### src/rtl/dmem_pkg.sv
// dmem_pkg: shared types and helpers for the data-memory arbiter.
package dmem_pkg;

    localparam logic [1:0] DT_BYTE = 2'd0;
    localparam logic [1:0] DT_HALF = 2'd1;
    localparam logic [1:0] DT_WORD = 2'd2;

    typedef enum logic [1:0] {
        ST_IDLE  = 2'd0,
        ST_ISSUE = 2'd1,
        ST_RESP  = 2'd2
    } st_e;

    // Codes 2 and 3 both mean word.
    function automatic logic misaligned(input logic [1:0] dt, input logic [1:0] a);
        case (dt)
            DT_BYTE: return 1'b0;
            DT_HALF: return a == 2'd3;
            default: return a != 2'd0;
        endcase
    endfunction

endpackage

### src/rtl/dmem_arbiter_if.sv
// dmem_arbiter_if: requester handshakes on both ports plus the memory-side bus.
interface dmem_arbiter_if #(
    parameter int ADDR_W = 32,
    parameter int DATA_W = 32
) ();
    logic              req0, req1, we0, we1;
    logic [ADDR_W-1:0] addr0, addr1;
    logic [DATA_W-1:0] wdata0, wdata1;
    logic [1:0]        dtype0, dtype1;
    logic              gnt0, gnt1, done0, done1, err0, err1;
    logic [DATA_W-1:0] rdata0, rdata1;
    logic              mem_read, mem_write;
    logic [ADDR_W-1:0] mem_addr;
    logic [DATA_W-1:0] mem_wdata, mem_rdata;
    logic [1:0]        mem_datatype;

    modport slave (
        input  req0, req1, we0, we1, addr0, addr1, wdata0, wdata1, dtype0, dtype1, mem_rdata,
        output gnt0, gnt1, done0, done1, err0, err1, rdata0, rdata1,
               mem_read, mem_write, mem_addr, mem_wdata, mem_datatype
    );

    modport master (
        output req0, req1, we0, we1, addr0, addr1, wdata0, wdata1, dtype0, dtype1, mem_rdata,
        input  gnt0, gnt1, done0, done1, err0, err1, rdata0, rdata1,
               mem_read, mem_write, mem_addr, mem_wdata, mem_datatype
    );
endinterface

### src/rtl/dmem_rr_pick.sv
// dmem_rr_pick: two-way winner select, win = 1 selects port 1.
// DMEM_ARB_FIXED_PRIO_EN makes port 0 win every tie.
module dmem_rr_pick (
    input  logic req0,
    input  logic req1,
    input  logic last,
    output logic win
);
`ifdef DMEM_ARB_FIXED_PRIO_EN
    logic unused_last;
    assign unused_last = last;
    assign win = req1 && !req0;
`else
    // On a tie the port that was not served last goes next.
    assign win = (req0 && req1) ? !last : req1;
`endif
endmodule

### src/rtl/dmem_arbiter.sv
// dmem_arbiter: shares the single-port data memory between two requesters, one access at a time.
// Optional DMEM_ARB_FIXED_PRIO_EN (see dmem_rr_pick) gives port 0 fixed priority.
module dmem_arbiter
    import dmem_pkg::*;
#(
    parameter int ADDR_W  = 32,
    parameter int DATA_W  = 32,
    parameter int RR_INIT = 1
) (
    input logic           clk,
    input logic           rst_n,
    dmem_arbiter_if.slave bus
);
    st_e               state;
    logic              last, own, win, l_we, l_mis, load_ok;
    logic [DATA_W-1:0] rhold0, rhold1;
    logic              sel_we, sel_mis;
    logic [ADDR_W-1:0] sel_addr;
    logic [DATA_W-1:0] sel_wdata;
    logic [1:0]        sel_dt;

    dmem_rr_pick u_pick (.req0(bus.req0), .req1(bus.req1), .last(last), .win(win));

    always_comb begin
        sel_we    = win ? bus.we1    : bus.we0;
        sel_addr  = win ? bus.addr1  : bus.addr0;
        sel_wdata = win ? bus.wdata1 : bus.wdata0;
        sel_dt    = win ? bus.dtype1 : bus.dtype0;
        sel_mis   = misaligned(sel_dt, sel_addr[1:0]);
    end

    // Memory registers read data at the end of ISSUE, so it is forwarded
    // straight through in RESP and captured for holding at the end of RESP.
    assign load_ok    = (state == ST_RESP) && !l_we && !l_mis;
    assign bus.rdata0 = (load_ok && !own) ? bus.mem_rdata : rhold0;
    assign bus.rdata1 = (load_ok &&  own) ? bus.mem_rdata : rhold1;

    always_ff @(posedge clk) begin
        if (!rst_n) begin
            state            <= ST_IDLE;
            last             <= 1'(RR_INIT);
            own              <= 1'b0;
            l_we             <= 1'b0;
            l_mis            <= 1'b0;
            rhold0           <= '0;
            rhold1           <= '0;
            bus.gnt0         <= 1'b0;
            bus.gnt1         <= 1'b0;
            bus.done0        <= 1'b0;
            bus.done1        <= 1'b0;
            bus.err0         <= 1'b0;
            bus.err1         <= 1'b0;
            bus.mem_read     <= 1'b0;
            bus.mem_write    <= 1'b0;
            bus.mem_addr     <= '0;
            bus.mem_wdata    <= '0;
            bus.mem_datatype <= 2'd0;
        end else begin
            bus.gnt0      <= 1'b0;
            bus.gnt1      <= 1'b0;
            bus.done0     <= 1'b0;
            bus.done1     <= 1'b0;
            bus.err0      <= 1'b0;
            bus.err1      <= 1'b0;
            bus.mem_read  <= 1'b0;
            bus.mem_write <= 1'b0;
            case (state)
                ST_ISSUE: begin
                    bus.done0 <= !own;
                    bus.done1 <= own;
                    bus.err0  <= !own && l_mis;
                    bus.err1  <= own && l_mis;
                    last      <= own;
                    state     <= ST_RESP;
                end
                default: begin
                    // IDLE and RESP both arbitrate, giving back-to-back service.
                    if (load_ok) begin
                        if (own) rhold1 <= bus.mem_rdata;
                        else     rhold0 <= bus.mem_rdata;
                    end
                    if (bus.req0 || bus.req1) begin
                        own              <= win;
                        l_we             <= sel_we;
                        l_mis            <= sel_mis;
                        bus.gnt0         <= !win;
                        bus.gnt1         <= win;
                        bus.mem_addr     <= sel_addr;
                        bus.mem_wdata    <= sel_wdata;
                        bus.mem_datatype <= sel_dt;
                        bus.mem_write    <= sel_we && !sel_mis;
                        bus.mem_read     <= !sel_we && !sel_mis;
                        state            <= ST_ISSUE;
                    end else begin
                        state <= ST_IDLE;
                    end
                end
            endcase
        end
    end
endmodule

### src/flat_wrapper.sv
// flat-port wrapper written by rule: the top's interface ports become plain ports
module dmem_arbiter_flat import dmem_pkg::*;
#(
    parameter int ADDR_W  = 32,
    parameter int DATA_W  = 32,
    parameter int RR_INIT = 1
)
  (clk, rst_n, bus_req0, bus_req1, bus_we0, bus_we1, bus_addr0, bus_addr1, bus_wdata0, bus_wdata1, bus_dtype0, bus_dtype1, bus_mem_rdata, bus_gnt0, bus_gnt1, bus_done0, bus_done1, bus_err0, bus_err1, bus_rdata0, bus_rdata1, bus_mem_read, bus_mem_write, bus_mem_addr, bus_mem_wdata, bus_mem_datatype);
  dmem_arbiter_if #(.ADDR_W(ADDR_W), .DATA_W(DATA_W)) bus_i ();
  input logic clk;
  input logic rst_n;
  input wire logic [$bits(bus_i.req0)-1:0] bus_req0;
  input wire logic [$bits(bus_i.req1)-1:0] bus_req1;
  input wire logic [$bits(bus_i.we0)-1:0] bus_we0;
  input wire logic [$bits(bus_i.we1)-1:0] bus_we1;
  input wire logic [$bits(bus_i.addr0)-1:0] bus_addr0;
  input wire logic [$bits(bus_i.addr1)-1:0] bus_addr1;
  input wire logic [$bits(bus_i.wdata0)-1:0] bus_wdata0;
  input wire logic [$bits(bus_i.wdata1)-1:0] bus_wdata1;
  input wire logic [$bits(bus_i.dtype0)-1:0] bus_dtype0;
  input wire logic [$bits(bus_i.dtype1)-1:0] bus_dtype1;
  input wire logic [$bits(bus_i.mem_rdata)-1:0] bus_mem_rdata;
  output wire logic [$bits(bus_i.gnt0)-1:0] bus_gnt0;
  output wire logic [$bits(bus_i.gnt1)-1:0] bus_gnt1;
  output wire logic [$bits(bus_i.done0)-1:0] bus_done0;
  output wire logic [$bits(bus_i.done1)-1:0] bus_done1;
  output wire logic [$bits(bus_i.err0)-1:0] bus_err0;
  output wire logic [$bits(bus_i.err1)-1:0] bus_err1;
  output wire logic [$bits(bus_i.rdata0)-1:0] bus_rdata0;
  output wire logic [$bits(bus_i.rdata1)-1:0] bus_rdata1;
  output wire logic [$bits(bus_i.mem_read)-1:0] bus_mem_read;
  output wire logic [$bits(bus_i.mem_write)-1:0] bus_mem_write;
  output wire logic [$bits(bus_i.mem_addr)-1:0] bus_mem_addr;
  output wire logic [$bits(bus_i.mem_wdata)-1:0] bus_mem_wdata;
  output wire logic [$bits(bus_i.mem_datatype)-1:0] bus_mem_datatype;
  assign bus_i.req0 = bus_req0;
  assign bus_i.req1 = bus_req1;
  assign bus_i.we0 = bus_we0;
  assign bus_i.we1 = bus_we1;
  assign bus_i.addr0 = bus_addr0;
  assign bus_i.addr1 = bus_addr1;
  assign bus_i.wdata0 = bus_wdata0;
  assign bus_i.wdata1 = bus_wdata1;
  assign bus_i.dtype0 = bus_dtype0;
  assign bus_i.dtype1 = bus_dtype1;
  assign bus_i.mem_rdata = bus_mem_rdata;
  assign bus_gnt0 = bus_i.gnt0;
  assign bus_gnt1 = bus_i.gnt1;
  assign bus_done0 = bus_i.done0;
  assign bus_done1 = bus_i.done1;
  assign bus_err0 = bus_i.err0;
  assign bus_err1 = bus_i.err1;
  assign bus_rdata0 = bus_i.rdata0;
  assign bus_rdata1 = bus_i.rdata1;
  assign bus_mem_read = bus_i.mem_read;
  assign bus_mem_write = bus_i.mem_write;
  assign bus_mem_addr = bus_i.mem_addr;
  assign bus_mem_wdata = bus_i.mem_wdata;
  assign bus_mem_datatype = bus_i.mem_datatype;
  dmem_arbiter #(.ADDR_W(ADDR_W), .DATA_W(DATA_W), .RR_INIT(RR_INIT)) u_core (.clk(clk), .rst_n(rst_n), .bus(bus_i));
endmodule
### config.mk
export PLATFORM = sky130hd
export DESIGN_NAME = dmem_arbiter_flat
export DESIGN_NICKNAME = d
export VERILOG_FILES = /design/src/rtl/dmem_pkg.sv /design/src/rtl/dmem_arbiter_if.sv /design/src/rtl/dmem_rr_pick.sv /design/src/rtl/dmem_arbiter.sv /design/src/flat_wrapper.sv
export SDC_FILE = /design/constraint.sdc
export NUM_CORES = 1
export LEC_CHECK = 0
export CELL_PAD_IN_SITES_DETAIL_PLACEMENT = 1
export CELL_PAD_IN_SITES_GLOBAL_PLACEMENT = 2
export CORE_ASPECT_RATIO = 0.8
export CORE_MARGIN = 5
export CORE_UTILIZATION = 24
export DETAILED_ROUTE_END_ITERATION = 12
export HOLD_SLACK_MARGIN = 0.12
export PLACE_DENSITY = 0.87
export SYNTH_ARGS = -nofsm -noshare
export SYNTH_HDL_FRONTEND = slang
export SYNTH_SLANG_ARGS = --single-unit
export TNS_END_PERCENT = 100
### constraint.sdc
create_clock -name clk -period 4.95 [get_ports clk]
set_input_delay 0.7425 -clock clk [delete_from_list [all_inputs] [get_ports clk]]
set_output_delay 0.7425 -clock clk [all_outputs]
set_load 0.1 [all_outputs]
==> results of run 1 <==
## sequential cells by signal (all words and copies together) (netlist names)
signal,cells
u_core.own,1
u_core.state,2
u_core.bus.done1,1
u_core.bus.done0,1
u_core.l_mis,1
u_core.bus.gnt1,1
u_core.bus.err1,1
u_core.bus.mem_read,1
u_core.bus.mem_addr,32
u_core.rhold1,32
u_core.bus.mem_write,1
u_core.l_we,1
u_core.bus.gnt0,1
u_core.rhold0,32
u_core.bus.mem_datatype,2
u_core.bus.err0,1
u_core.last,1
u_core.bus.mem_wdata,32
## report_power, final
group	internal [µW]	switching (µW)	leakage, µW
clock network	759	544	0.000293
logic	311	691	0.00261
registers	1230	33.2	0.00118
## layer usage
metal | track usage, % | routed length (µm) | vias to the layer above
met5 | 0 | 13 | -
met4 | 2.94 | 203 | 2
met3 | 7.85 | 2270 | 14
met2 | 21.7 | 8540 | 199
met1 | 15.9 | 8110 | 2283
li1 | - | - | 2451
## critical path, delay by kind of cell (launching register included)
family / cells / cell delay (ns)
simple gates: 2 / 0.93
flops: 1 / 0.32
mux: 1 / 0.34
buf+inv: 1 / 1.13
## area by class of cell
type / count / area (µm²) / share of cell area, %
Clock inverter: 15 / 170 / 1.75
Clock buffer: 17 / 425 / 4.37
Tap cell: 312 / 390 / 4.01
Inverter: 1 / 3.75 / 0.0386
Multi-Input combinational cell: 366 / 2740 / 28.1
Timing Repair Buffer: 313 / 3120 / 32.1
Sequential cell: 144 / 2880 / 29.6
## per-stage QoR
| stage | setup slack [ns] | cells | hold WS [ns] |
|---|---|---|---|
| after floorplan | 2.44 | 548 | 0.457 |
| after global placement | 1.49 | 1136 | 0.432 |
| after detailed placement | 1.47 | 1136 | 0.441 |
| after CTS | 1.02 | 1168 | 0.456 |
| after global routing | 0.942 | 1168 | 0.474 |
| final | 1.05 | 1168 | 0.448 |
## kinds of logic (layout without fill, tap and decap cells)
logic type | Yosys count | after routing
AO/OA/AOI/OAI | 79 | 79
buffers and inverters | 38 | 346
flip-flops | 144 | 144
multiplexers | 130 | 130
AND/OR/NAND/NOR | 157 | 157
## cell usage in the layout, fill, tap and decap left out, drive strengths merged
master	Yosys	routed
nand3b	1	1
and2	67	67
o22a	1	1
a21bo	1	1
o21a	1	1
nand2	73	73
clkinvlp	0	1
nand3	3	3
a21oi	4	4
inv	1	9
nor2	3	3
nor2b	2	2
nand2b	2	2
or3	2	2
clkdlybuf4s50	0	307
clkbuf	24	17
nor4	1	1
bufinv	0	2
mux2	64	64
or4b	1	1
and3	2	2
buf	13	6
o21ai	69	69
a21o	2	2
dfxtp	144	144
mux2i	66	66
clkinv	0	4
a21boi	1	1
## path summary, 6_finish.rpt
kind,startpoint,to,slack [ns]
hold / removal,u_core.bus.mem_addr[7]$_SDFFE_PN0P_,u_core.bus.mem_addr[7]$_SDFFE_PN0P_,0.45
setup / recovery,u_core.state[0]$_SDFF_PP0_,bus_rdata1[0],1.05
hold reg to reg,u_core.bus.mem_addr[7]$_SDFFE_PN0P_,u_core.bus.mem_addr[7]$_SDFFE_PN0P_,0.45
setup reg to reg,u_core.last$_SDFFE_PN1P_,u_core.bus.mem_addr[23]$_SDFFE_PN0P_,2.80
==> metrics.log, run 1 <==
INFO  metric port-buffer-count = 307
INFO  metric die_height = 149 µm
INFO  metric synth_simple_gate_area_share = 14.0%
INFO  metric drt_iter0_drc = 131
INFO  metric cts_hold_buffers = 0
INFO  metric mappedNetlistNets = 718
INFO  metric io_pins = 308
INFO  metric fin_skew = 0.0138 ns
INFO  metric total_clock_buffers_created_by_cts = 17
INFO  metric power.density_cell_area = 367 nW/µm²
INFO  metric dominant_register_cell_in_the_synthesized_netlist = dfxtp_1
INFO  metric fin_crit_sh = 78.8%
INFO  metric seq_area_frac_synth = 49.8%
INFO  metric routed_wirelength = 19100 µm
INFO  metric row_count = 50
INFO  metric design_area = 9730 µm²
INFO  metric netlist.area_leader.share = 49.8%
INFO  metric cp_slowest_cell = clkdlybuf4s50_1
INFO  metric dpl_cell_area = 9130 µm²
INFO  metric wire_length_of_the_first_global_routing_pass = 29400 µm
INFO  metric critical_path.max_fanout = 32
INFO  metric placer_congestion_estimate = 0.744
INFO  metric ff2ff_path_depth = 4
INFO  metric n_antenna_cell = 0
INFO  metric syn_area = 5790 µm²
INFO  metric clkSinkCount = 144
INFO  metric grt_overflow = 0
INFO  metric ys_warn_count = 0
INFO  metric cts_tree = yes
INFO  metric master_cell_of_the_clock_root_buffer = clkbuf_16
INFO  metric finish.net_count = 1013
INFO  metric synth_commonest_cells = 144 x dfxtp_1, 73 x nand2_1, 69 x o21ai_0
INFO  metric setup_viol = 0
INFO  metric period_minus_slack = 3.90 ns
INFO  metric worst_slew_pin_slew = 1.06 ns
INFO  metric detailed_place_hpwl = 14800 µm
INFO  metric grt_util_all_layers = 13.6%
INFO  metric synthCells = 548
INFO  metric drc = 0
INFO  metric crit_path_cell_trace = nand2b_4 > or4b_4 > mux2_2 > clkdlybuf4s50_1
INFO  metric postRouteAntennaNets = 0
INFO  metric max-vdd-ir-drop = 0.178 mV
INFO  metric die-area = 27300 µm²
INFO  metric cts_htree_levels = 4
INFO  metric num_vias = 4949
INFO  metric avgViaCountPerCell = 4.24
INFO  metric outcome = finished, final reports clean
INFO  metric critical_path_arrival = 3.16 ns
INFO  metric final_hold_viol_count = 0
INFO  metric grt_max_degree = 71
INFO  metric postCtsSetupRepairBufs = 0
INFO  metric cp-start-kind = register
INFO  metric type_of_the_worst_setup_path = reg -> out
INFO  metric initial_utilization = 24.5%
INFO  metric clock.fmax = 256 MHz
INFO  metric critical_path_data_required_time = 4.21 ns
INFO  metric post_route_cells_drive_above_1_share = 11.9%
INFO  metric die_width = 184 µm
INFO  metric hold-path-cell-count = 2
INFO  metric postSynthAreaPerCell = 10.6 µm²
INFO  metric power.static_leakage = 0.00409 µW
INFO  metric post_cts_sizing = 0
INFO  metric finalCoreUtilization = 41.2%
INFO  metric final-max-slew-violation-count = 0
INFO  metric synth-seq-cells = 144
INFO  metric async_flop_share = 0%
INFO  metric avgRoutedWirePerCell = 16.4 µm
INFO  metric maximum_buffer_depth_of_the_clock_tree = 2
INFO  metric fin_total_pwr = 3570 µW
INFO  metric ys_top_cells_by_area = dfxtp_1 50%, mux2i_1 11%, mux2_4 7.8%
INFO  metric worst_setup_hold_path_clk_slew = 0.06 ns
INFO  metric end_kind = output pin
INFO  metric yosysMostFrequentCell = dfxtp_1
INFO  metric largest_family_of_logic_cells_by_synthesized_area = multiplexers
INFO  metric area_delta_synth_final = 68.1%
INFO  metric synth_compound_gate_area_share = 7.16%
INFO  metric grt_setup_unrepaired = no
INFO  metric core_area = 23600 µm²
INFO  metric finalSetupTns = 0 ns
INFO  metric synth_enable_flop_cells = 0
INFO  metric number_of_max_capacitance_violations_reported = 0
INFO  metric vias_in_the_first_global_route = 5354
INFO  metric timing.slew.headroom = 29.4%
INFO  metric detailedRoute.firstPassIterationCount = 4
INFO  metric share_of_the_synthesized_netlist_area_taken_by_xor_and_xnor_gates = 0%
INFO  metric clock_latency = 0.41 ns
INFO  metric yosys.area.top_type = dfxtp_1
INFO  metric number_of_antenna_violations_at_the_first_check_in_global_routing = 1
INFO  metric filler_cell_count = 2607
INFO  metric synthAdderAreaFrac = 0%
INFO  metric hold_path.class = reg -> reg
INFO  metric slowest_delay = 1.13 ns
INFO  metric mux_share_of_post_synthesis_cell_area = 25.8%
INFO  metric synth.lib_cells_used.distinct = 28
Note: power is estimated with default switching activity, not from simulation.
==> inputs of run 2 (changes only) <==
--- a/config.mk
+++ b/config.mk
@@ -9,10 +9,10 @@
 export CELL_PAD_IN_SITES_GLOBAL_PLACEMENT = 2
 export CORE_ASPECT_RATIO = 0.8
 export CORE_MARGIN = 5
-export CORE_UTILIZATION = 24
+export CORE_UTILIZATION = 22
 export DETAILED_ROUTE_END_ITERATION = 12
 export HOLD_SLACK_MARGIN = 0.12
-export PLACE_DENSITY = 0.87
+export PLACE_DENSITY = 0.81
 export SYNTH_ARGS = -nofsm -noshare
 export SYNTH_HDL_FRONTEND = slang
 export SYNTH_SLANG_ARGS = --single-unit
==> constraint.sdc (replaced) <==
create_clock -name clk -period 3.7 [get_ports clk]
set_input_delay 0.555 -clock clk [delete_from_list [all_inputs] [get_ports clk]]
set_output_delay 0.555 -clock clk [all_outputs]
set_load 0.1 [all_outputs]
==> run 2 against run 1 <==
Net effect: clock skew shrank 0.0086 ns; design area shrank 0.55%; non-clock buffer count fell by 1; critical path type unchanged; largest power group unchanged.
==> metrics.log, run 2 (synthesized netlist as in run 1, its figures left out) <==
INFO  metric max-vdd-ir-drop = 0.288 mV (was 0.178 mV)
INFO  metric die_height = 155 µm (was 149 µm)
INFO  metric power.static_leakage = 0.00422 µW (was 0.00409 µW)
INFO  metric post_cts_sizing = 0 (unchanged)
INFO  metric hold_path.startpoint = u_core.bus.mem_wdata[31]$_SDFFE_PN0P_ (was u_core.bus.mem_addr[7]$_SDFFE_PN0P_)
INFO  metric clock.fmax = 344 MHz
INFO  metric number_of_antenna_violations_at_the_first_check_in_global_routing = 1 (unchanged)
INFO  metric postCtsSetupRepairBufs = 0 (unchanged)
INFO  metric period_minus_slack = 2.90 ns
INFO  metric critical_path_data_required_time = 3.14 ns (was 4.21 ns)
INFO  metric power.density_cell_area = 500 nW/µm² (was 367 nW/µm²)
INFO  metric fin_skew = 0.00525 ns (was 0.0138 ns)
INFO  metric grt_max_degree = 70 (was 71)
INFO  metric area_delta_synth_final = 67.2% (was 68.1%)
INFO  metric detailed_place_hpwl = 15300 µm (was 14800 µm)
INFO  metric timing.slew.headroom = 29.5% (was 29.4%)
INFO  metric detailedRoute.firstPassIterationCount = 4 (unchanged)
INFO  metric finalSetupTns = 0 ns (unchanged)
INFO  metric number_of_max_capacitance_violations_reported = 0 (unchanged)
INFO  metric clock_latency = 0.41 ns (about the same)
INFO  metric hold_path.class = reg -> reg (unchanged)
INFO  metric ff2ff_path_depth = 4 (unchanged)
INFO  metric cp-start-kind = register (unchanged)
INFO  metric routed_wirelength = 20100 µm (was 19100 µm)
INFO  metric cts_htree_levels = 4 (unchanged)
INFO  metric cp_slowest_cell = or4b_4 (was clkdlybuf4s50_1)
INFO  metric master_cell_of_the_clock_root_buffer = clkbuf_16 (unchanged)
INFO  metric initial_utilization = 22.1% (was 24.5%)
INFO  metric type_of_the_worst_setup_path = reg -> out (unchanged)
INFO  metric most_common_library_cell_in_the_layout_ignoring_fill_and_taps = clkdlybuf4s50_1 (unchanged)
INFO  metric setup_viol = 0 (unchanged)
INFO  metric die_width = 191 µm (was 184 µm)
INFO  metric clockPowerShare = 37.3% (was 36.6%)
INFO  metric filler_cell_count = 2941 (was 2607)
INFO  metric n_antenna_cell = 0 (unchanged)
INFO  metric postRouteAntennaNets = 0 (unchanged)
INFO  metric grt_util_all_layers = 13.2% (was 13.6%)
INFO  metric drc = 0 (unchanged)
INFO  metric rr_startpoint = u_core.state[0]$_SDFF_PP0_ (was u_core.last$_SDFFE_PN1P_)
INFO  metric fin_crit_sh = 78.5%
INFO  metric vias_in_the_first_global_route = 5387 (was 5354)
INFO  metric die-area = 29700 µm² (was 27300 µm²)
INFO  metric setup_slack_of_the_most_critical_reg_to_reg_path = 1.74 ns (was 2.80 ns)
INFO  metric total_clock_buffers_created_by_cts = 17 (unchanged)
INFO  metric power_frac_seq = 34.9% (was 35.3%)
INFO  metric drt_iter0_drc = 103 (was 131)
INFO  metric clkSinkCount = 144 (unchanged)
INFO  metric maximum_buffer_depth_of_the_clock_tree = 2 (unchanged)
INFO  metric crit_path_cell_trace = nand2b_4 > or4b_4 > mux2_4 > buf_4 (was nand2b_4 > or4b_4 > mux2_2 > clkdlybuf4s50_1)
INFO  metric critical_path_arrival = 2.35 ns (was 3.16 ns)
INFO  metric commonest_cells_after_routing_fill_and_taps_aside = 243 x clkdlybuf4s50_1, 144 x dfxtp_1, 73 x nand2_1 (was 307 x clkdlybuf4s50_1, 144 x dfxtp_1, 73 x nand2_1)
INFO  metric critical_path.max_fanout = 32 (unchanged)
INFO  metric final_hold_viol_count = 0 (unchanged)
INFO  metric hold-path-cell-count = 2 (unchanged)
INFO  metric worst_setup_hold_path_clk_slew = 0.06 ns (about the same)
INFO  metric net-switching-power = 1650 µW (was 1270 µW)
INFO  metric avgRoutedWirePerCell = 16.6 µm (was 16.4 µm)
INFO  metric port-buffer-count = 307 (unchanged)
INFO  metric placer_congestion_estimate = 0.735 (was 0.744)
INFO  metric cts_tree = yes (unchanged)
INFO  metric holdWs = 0.452 ns (was 0.448 ns)
INFO  metric finish.net_count = 1012 (was 1013)
INFO  metric cts_hold_buffers = 0 (unchanged)
INFO  metric num_vias = 4882 (was 4949)
INFO  metric io_pins = 308 (unchanged)
INFO  metric intPower = 3190 µW (was 2300 µW)
INFO  metric core_area = 26100 µm² (was 23600 µm²)
INFO  metric avgViaCountPerCell = 4.03 (was 4.24)
INFO  metric outcome = finished, final reports clean (unchanged)
INFO  metric timing.rr.end = u_core.rhold1[17]$_SDFFE_PN0P_ (was u_core.bus.mem_addr[23]$_SDFFE_PN0P_)
INFO  metric post_route_cells_drive_above_1_share = 19.0% (was 11.9%)
INFO  metric combinationalPowerShare = 27.8% (was 28.1%)
INFO  metric min_to = u_core.bus.mem_wdata[31]$_SDFFE_PN0P_ (was u_core.bus.mem_addr[7]$_SDFFE_PN0P_)
INFO  metric grt_overflow = 0 (unchanged)
INFO  metric row_count = 53 (was 50)
INFO  metric slowest_delay = 0.78 ns (was 1.13 ns)
INFO  metric grt_setup_unrepaired = no (unchanged)
INFO  metric end_kind = output pin (unchanged)
INFO  metric p_sw_share = 34.1% (was 35.6%)
INFO  metric worst_slew_pin_slew = 1.05 ns (was 1.06 ns)
INFO  metric wire_length_of_the_first_global_routing_pass = 30400 µm (was 29400 µm)
INFO  metric final-max-slew-violation-count = 0 (unchanged)
-- run 2: changes by cell type in the layout (fill, tap and decap cells not counted), moves of 2 or more --
| cell | previous run | this run |
|---|---|---|
| clkdlybuf4s50_1 | 307 | 243 |
| buf_4 | 6 | 66 |
| inv_6 | 6 | 1 |
| clkbuf_8 | 0 | 4 |
| buf_12 | 0 | 3 |
| clkbuf_1 | 0 | 2 |
| inv_8 | 2 | 0 |
-- run 2: worst max-delay path by stage --
stage	from	to	slack (ns)	cells after the start
2_1_floorplan	u_core.own$_SDFFE_PN0P_	bus_rdata0[11]	1.38	3
3_3_place_gp	bus_req0	u_core.bus.mem_wdata[15]$_SDFFE_PN0P_	1.22	5
4_1_cts	u_core.state[0]$_SDFF_PP0_	bus_rdata1[4]	0.76	4
5_1_grt	u_core.own$_SDFFE_PN0P_	bus_rdata1[4]	0.71	3
3_5_place_dp	bus_req0	u_core.bus.mem_addr[14]$_SDFFE_PN0P_	1.16	5
6_report	u_core.state[0]$_SDFF_PP0_	bus_rdata1[7]	0.80	4
-- run 2: stage by stage --
step | power (µW) | cells | setup WS [ns] | instance area (µm²) | utilization [%]
3_3_place_gp | 3070 | 1180 | 1.22 | 9060 | 34.7
3_5_place_dp | 3080 | 1180 | 1.16 | 9060 | 34.7
5_1_grt | 5040 | 1211 | 0.706 | 9670 | 37.0
4_1_cts | 4930 | 1211 | 0.760 | 9670 | 37.0
2_1_floorplan | 2620 | 548 | 1.38 | 5790 | -
6_report | 4830 | 1211 | 0.797 | 9670 | 37.0
-- run 2: area by class of cell --
type / count / area [µm²] / area share [%]
clock buffers: 23 / 488 / 5.05
clock inverters: 8 / 128 / 1.32
inverters: 1 / 3.75 / 0.0388
multi-input cells: 366 / 2740 / 28.3
flip-flops and latches: 144 / 2880 / 29.8
well taps: 357 / 447 / 4.62
repair buffers: 312 / 2990 / 30.9
-- run 2: power groups by stage --
stage | Combinational (µW) | Sequential (µW) | Clock [µW]
2_1_floorplan | 392 | 2230 | 0
3_3_place_gp | 1350 | 1720 | 0
3_5_place_dp | 1360 | 1720 | 0
4_1_cts | 1360 | 1690 | 1880
5_1_grt | 1400 | 1700 | 1940
6_report | 1340 | 1690 | 1800
-- run 2: critical path, delay by kind of cell, from the launching register on --
family                 cells  cell delay, ns
DFF                        1            0.32
and+or+nand+nor            2            0.93
buffers and inverters      1            0.23
muxes                      1            0.41
-- run 2: metal layers --
metal	global-route usage, %	up-vias	routed length [µm]	share of wire, %
li1	-	2441	-	-
met1	15.4	2215	8520	42
met2	21.0	211	8940	44
met3	7.67	13	2490	12
met4	3.28	2	161	0.80
met5	0	-	11	0.055
==> inputs of run 3 (changes only) <==
==> constraint.sdc (replaced) <==
create_clock -name clk -period 2.68 [get_ports clk]
set_input_delay 0.402 -clock clk [delete_from_list [all_inputs] [get_ports clk]]
set_output_delay 0.402 -clock clk [all_outputs]
set_load 0.1 [all_outputs]
==> run 3 against run 2 <==
Net effect: die area unchanged; core utilization up 2.8 points; sequential power up 38%; count of clock-buffer cells in the layout down 1; sequential share of layout area down 2.1 points; worst hold slack better by 0.0025 ns; sequential cell count unchanged; design area up 7.4%; routed wire length up 1.1%; total power up 41%; first-iteration DRC count up 7.8%; critical path depth up 1.
==> metrics.log, run 3 (synthesized netlist as in run 1, its figures left out) <==
INFO  metric globalRoute.busiestLayer = met2 (unchanged)
INFO  metric avgViaCountPerCell = 4.09 (was 4.03)
INFO  metric cp_slowest_cell = or4b_4 (unchanged)
INFO  metric fin_crit_sh = 96.2%
INFO  metric wire_length_of_the_first_global_routing_pass = 31000 µm (was 30400 µm)
INFO  metric maximum_buffer_depth_of_the_clock_tree = 2 (unchanged)
INFO  metric detailed_place_hpwl = 15800 µm (was 15300 µm)
INFO  metric type_of_the_worst_setup_path = reg -> out (unchanged)
INFO  metric power.density_cell_area = 656 nW/µm² (was 500 nW/µm²)
INFO  metric ff2ff_path_depth = 5 (was 4)
INFO  metric global_route.usage.met3 = 6.93% (was 7.67%)
INFO  metric critical_path_arrival = 2.18 ns (was 2.35 ns)
INFO  metric die-area = 29700 µm² (unchanged)
INFO  metric total_clock_buffers_created_by_cts = 17 (unchanged)
INFO  metric routed_wirelength = 20300 µm (was 20100 µm)
INFO  metric drc = 0 (unchanged)
INFO  metric clock_latency = 0.42 ns (was 0.41 ns)
INFO  metric hold_path.startpoint = u_core.bus.mem_addr[20]$_SDFFE_PN0P_ (was u_core.bus.mem_wdata[31]$_SDFFE_PN0P_)
INFO  metric row_count = 53 (unchanged)
INFO  metric n_antenna_cell = 0 (unchanged)
INFO  metric critical-path-top-delay-family = simple AND/OR/NAND/NOR gates (unchanged)
INFO  metric worst_setup_hold_path_clk_slew = 0.06 ns (about the same)
INFO  metric clock.fmax = 388 MHz
INFO  metric use_met1 = 16.5% (was 15.4%)
INFO  metric finish.cell_count_without_fillers = 1217 (was 1211)
INFO  metric master_cell_of_the_clock_root_buffer = clkbuf_16 (unchanged)
INFO  metric crit_path_cell_trace = nand2b_4 > or4b_4 > buf_12 > mux2_4 > buf_12 (was nand2b_4 > or4b_4 > mux2_4 > buf_4)
INFO  metric cts_tree = yes (unchanged)
INFO  metric critPathLaunch = u_core.state[0]$_SDFF_PP0_ (unchanged)
INFO  metric period_minus_slack = 2.58 ns
INFO  metric number_of_antenna_violations_at_the_first_check_in_global_routing = 0 (was 1)
INFO  metric worst-path-buf-inv = 2 (was 1)
INFO  metric die_height = 155 µm (unchanged)
INFO  metric clkSinkCount = 144 (unchanged)
INFO  metric outcome = finished, final reports clean (unchanged)
INFO  metric grt_util_all_layers = 13.6% (was 13.2%)
INFO  metric port-buffer-count = 307 (unchanged)
INFO  metric grt_max_degree = 55 (was 70)
INFO  metric die_width = 191 µm (unchanged)
INFO  metric postRouteAntennaNets = 0 (unchanged)
INFO  metric gr-usage-met2 = 21.4% (was 21.0%)
INFO  metric cp-start-kind = register (unchanged)
INFO  metric fin_skew = 0.00726 ns (was 0.00525 ns)
INFO  metric commonest_cells_after_routing_fill_and_taps_aside = 169 x clkdlybuf4s50_1, 143 x dfxtp_1, 78 x buf_4 (was 243 x clkdlybuf4s50_1, 144 x dfxtp_1, 73 x nand2_1)
INFO  metric slowest_delay = 0.56 ns (was 0.78 ns)
INFO  metric critical_path.max_fanout = 16 (was 32)
INFO  metric placer_congestion_estimate = 0.735 (about the same)
INFO  metric post_route_cells_drive_above_1_share = 28.3% (was 19.0%)
INFO  metric number_of_max_capacitance_violations_reported = 0 (unchanged)
INFO  metric setup_viol = 0 (unchanged)
INFO  metric finalSetupTns = 0 ns (unchanged)
INFO  metric finish.net_count = 1018 (was 1012)
INFO  metric dp.cells = 1184 (was 1180)
INFO  metric core_area = 26100 µm² (unchanged)
INFO  metric critical_path_data_required_time = 2.28 ns (was 3.14 ns)
INFO  metric detailedRoute.firstPassIterationCount = 4 (unchanged)
INFO  metric initial_utilization = 22.1% (unchanged)
INFO  metric area_delta_synth_final = 79.6% (was 67.2%)
INFO  metric final_hold_viol_count = 0 (unchanged)
INFO  metric grt_setup_unrepaired = no (unchanged)
INFO  metric setup_slack_of_the_most_critical_reg_to_reg_path = 0.83 ns (was 1.74 ns)
INFO  metric worst_slew_pin_slew = 0.572 ns (was 1.05 ns)
INFO  metric cts_htree_levels = 4 (unchanged)
INFO  metric end_kind = output pin (unchanged)
INFO  metric vias_in_the_first_global_route = 5413 (was 5387)
INFO  metric min_to = u_core.bus.mem_addr[20]$_SDFFE_PN0P_ (was u_core.bus.mem_wdata[31]$_SDFFE_PN0P_)
INFO  metric num_vias = 4976 (was 4882)
INFO  metric avgRoutedWirePerCell = 16.7 µm (was 16.6 µm)
INFO  metric grt_overflow = 0 (unchanged)
INFO  metric most_common_library_cell_in_the_layout_ignoring_fill_and_taps = clkdlybuf4s50_1 (unchanged)
INFO  metric power.static_leakage = 0.00458 µW (was 0.00422 µW)
INFO  metric timing.rr.end = u_core.rhold1[25]$_SDFFE_PN0P_ (was u_core.rhold1[17]$_SDFFE_PN0P_)
INFO  metric cts_hold_buffers = 0 (unchanged)
INFO  metric drt_iter0_drc = 111 (was 103)
INFO  metric io_pins = 308 (unchanged)
INFO  metric hold_path.class = reg -> reg (unchanged)
INFO  metric rr_startpoint = u_core.state[0]$_SDFF_PP0_ (unchanged)
INFO  metric hold-path-cell-count = 2 (unchanged)
INFO  metric critPathMostFrequentCell = buf_12
INFO  metric final-max-slew-violation-count = 0 (unchanged)
INFO  metric timing.slew.headroom = 61.5% (was 29.5%)
INFO  metric max-vdd-ir-drop = 0.412 mV (was 0.288 mV)
run 3: cell types whose count changed in the layout (fill, tap and decap cells not counted), sizes merged:
cell,change
buf,+79
bufinv,+1
clkbuf,-1
clkdlybuf4s50,-74
clkinv,+1
clkinvlp,-1
or4b,+1
run 3: through the flow:
step           instance area (µm²)  util (%)  setup WS [ns]  hold slack [ns]  total power, µW
3_5_place_dp                  9730      37.2          0.418            0.448             4330
6_report                     10400      39.8          0.103            0.454             6820
5_1_grt                      10400      39.8         0.0104            0.483             7110
3_3_place_gp                  9730      37.2          0.439            0.435             4310
2_1_floorplan                 5790         -          0.502            0.457             3620
4_1_cts                      10400      39.8         0.0381            0.462             6960
run 3: layer usage:
layer / vias up / wire, µm
li1: 2455 / -
met2: 209 / 8980
met3: 11 / 2140
met5: - / 0
met4: 0 / 174
met1: 2301 / 9030
run 3: cell type report:
class	instances	area (µm²)
clock inverter	9	155
fill	2872	15700
tap	357	447
inverter	1	3.75
clock buffer	22	474
timing repair buffer	317	3680
multi-input combinational	367	2750
sequential	144	2880
run 3: where the power goes:
group	internal [µW]	total, µW	switching, µW
Clock	1630	2550	923
Sequential	2270	2340	69.4
Combinational	632	1930	1300
run 3: what timing repair did:
item | CTS | global route
pin swaps | 1 | 1
endpoints found under the hold margin | 0 | 0
gates cloned | 1 | 0
buffers inserted | 1 | 0
resized for setup | 1 | 1
setup endpoints to repair | 32 | 16
run 3: how the worst max path moves through the flow:
| stage | end | slack (ns) | cells past startpoint |
|---|---|---|---|
| after CTS | bus_rdata1[14] | 0.04 | 3 |
| after global routing | bus_rdata1[23] | 0.01 | 5 |
| after global placement | bus_rdata1[3] | 0.44 | 4 |
| after detailed placement | bus_rdata1[3] | 0.42 | 4 |
| after floorplan | u_core.rhold0[11]$_SDFFE_PN0P_ | 0.50 | 4 |
| final | bus_rdata1[23] | 0.10 | 5 |
run 3: worst reg2reg max path, cell delays in order, from the launching register on:
cell      delay (ns)
dfxtp_1         0.32
nand2b_4        0.17
or4b_4          0.56
buf_12          0.18
mux2_4          0.35
and2_1          0.16
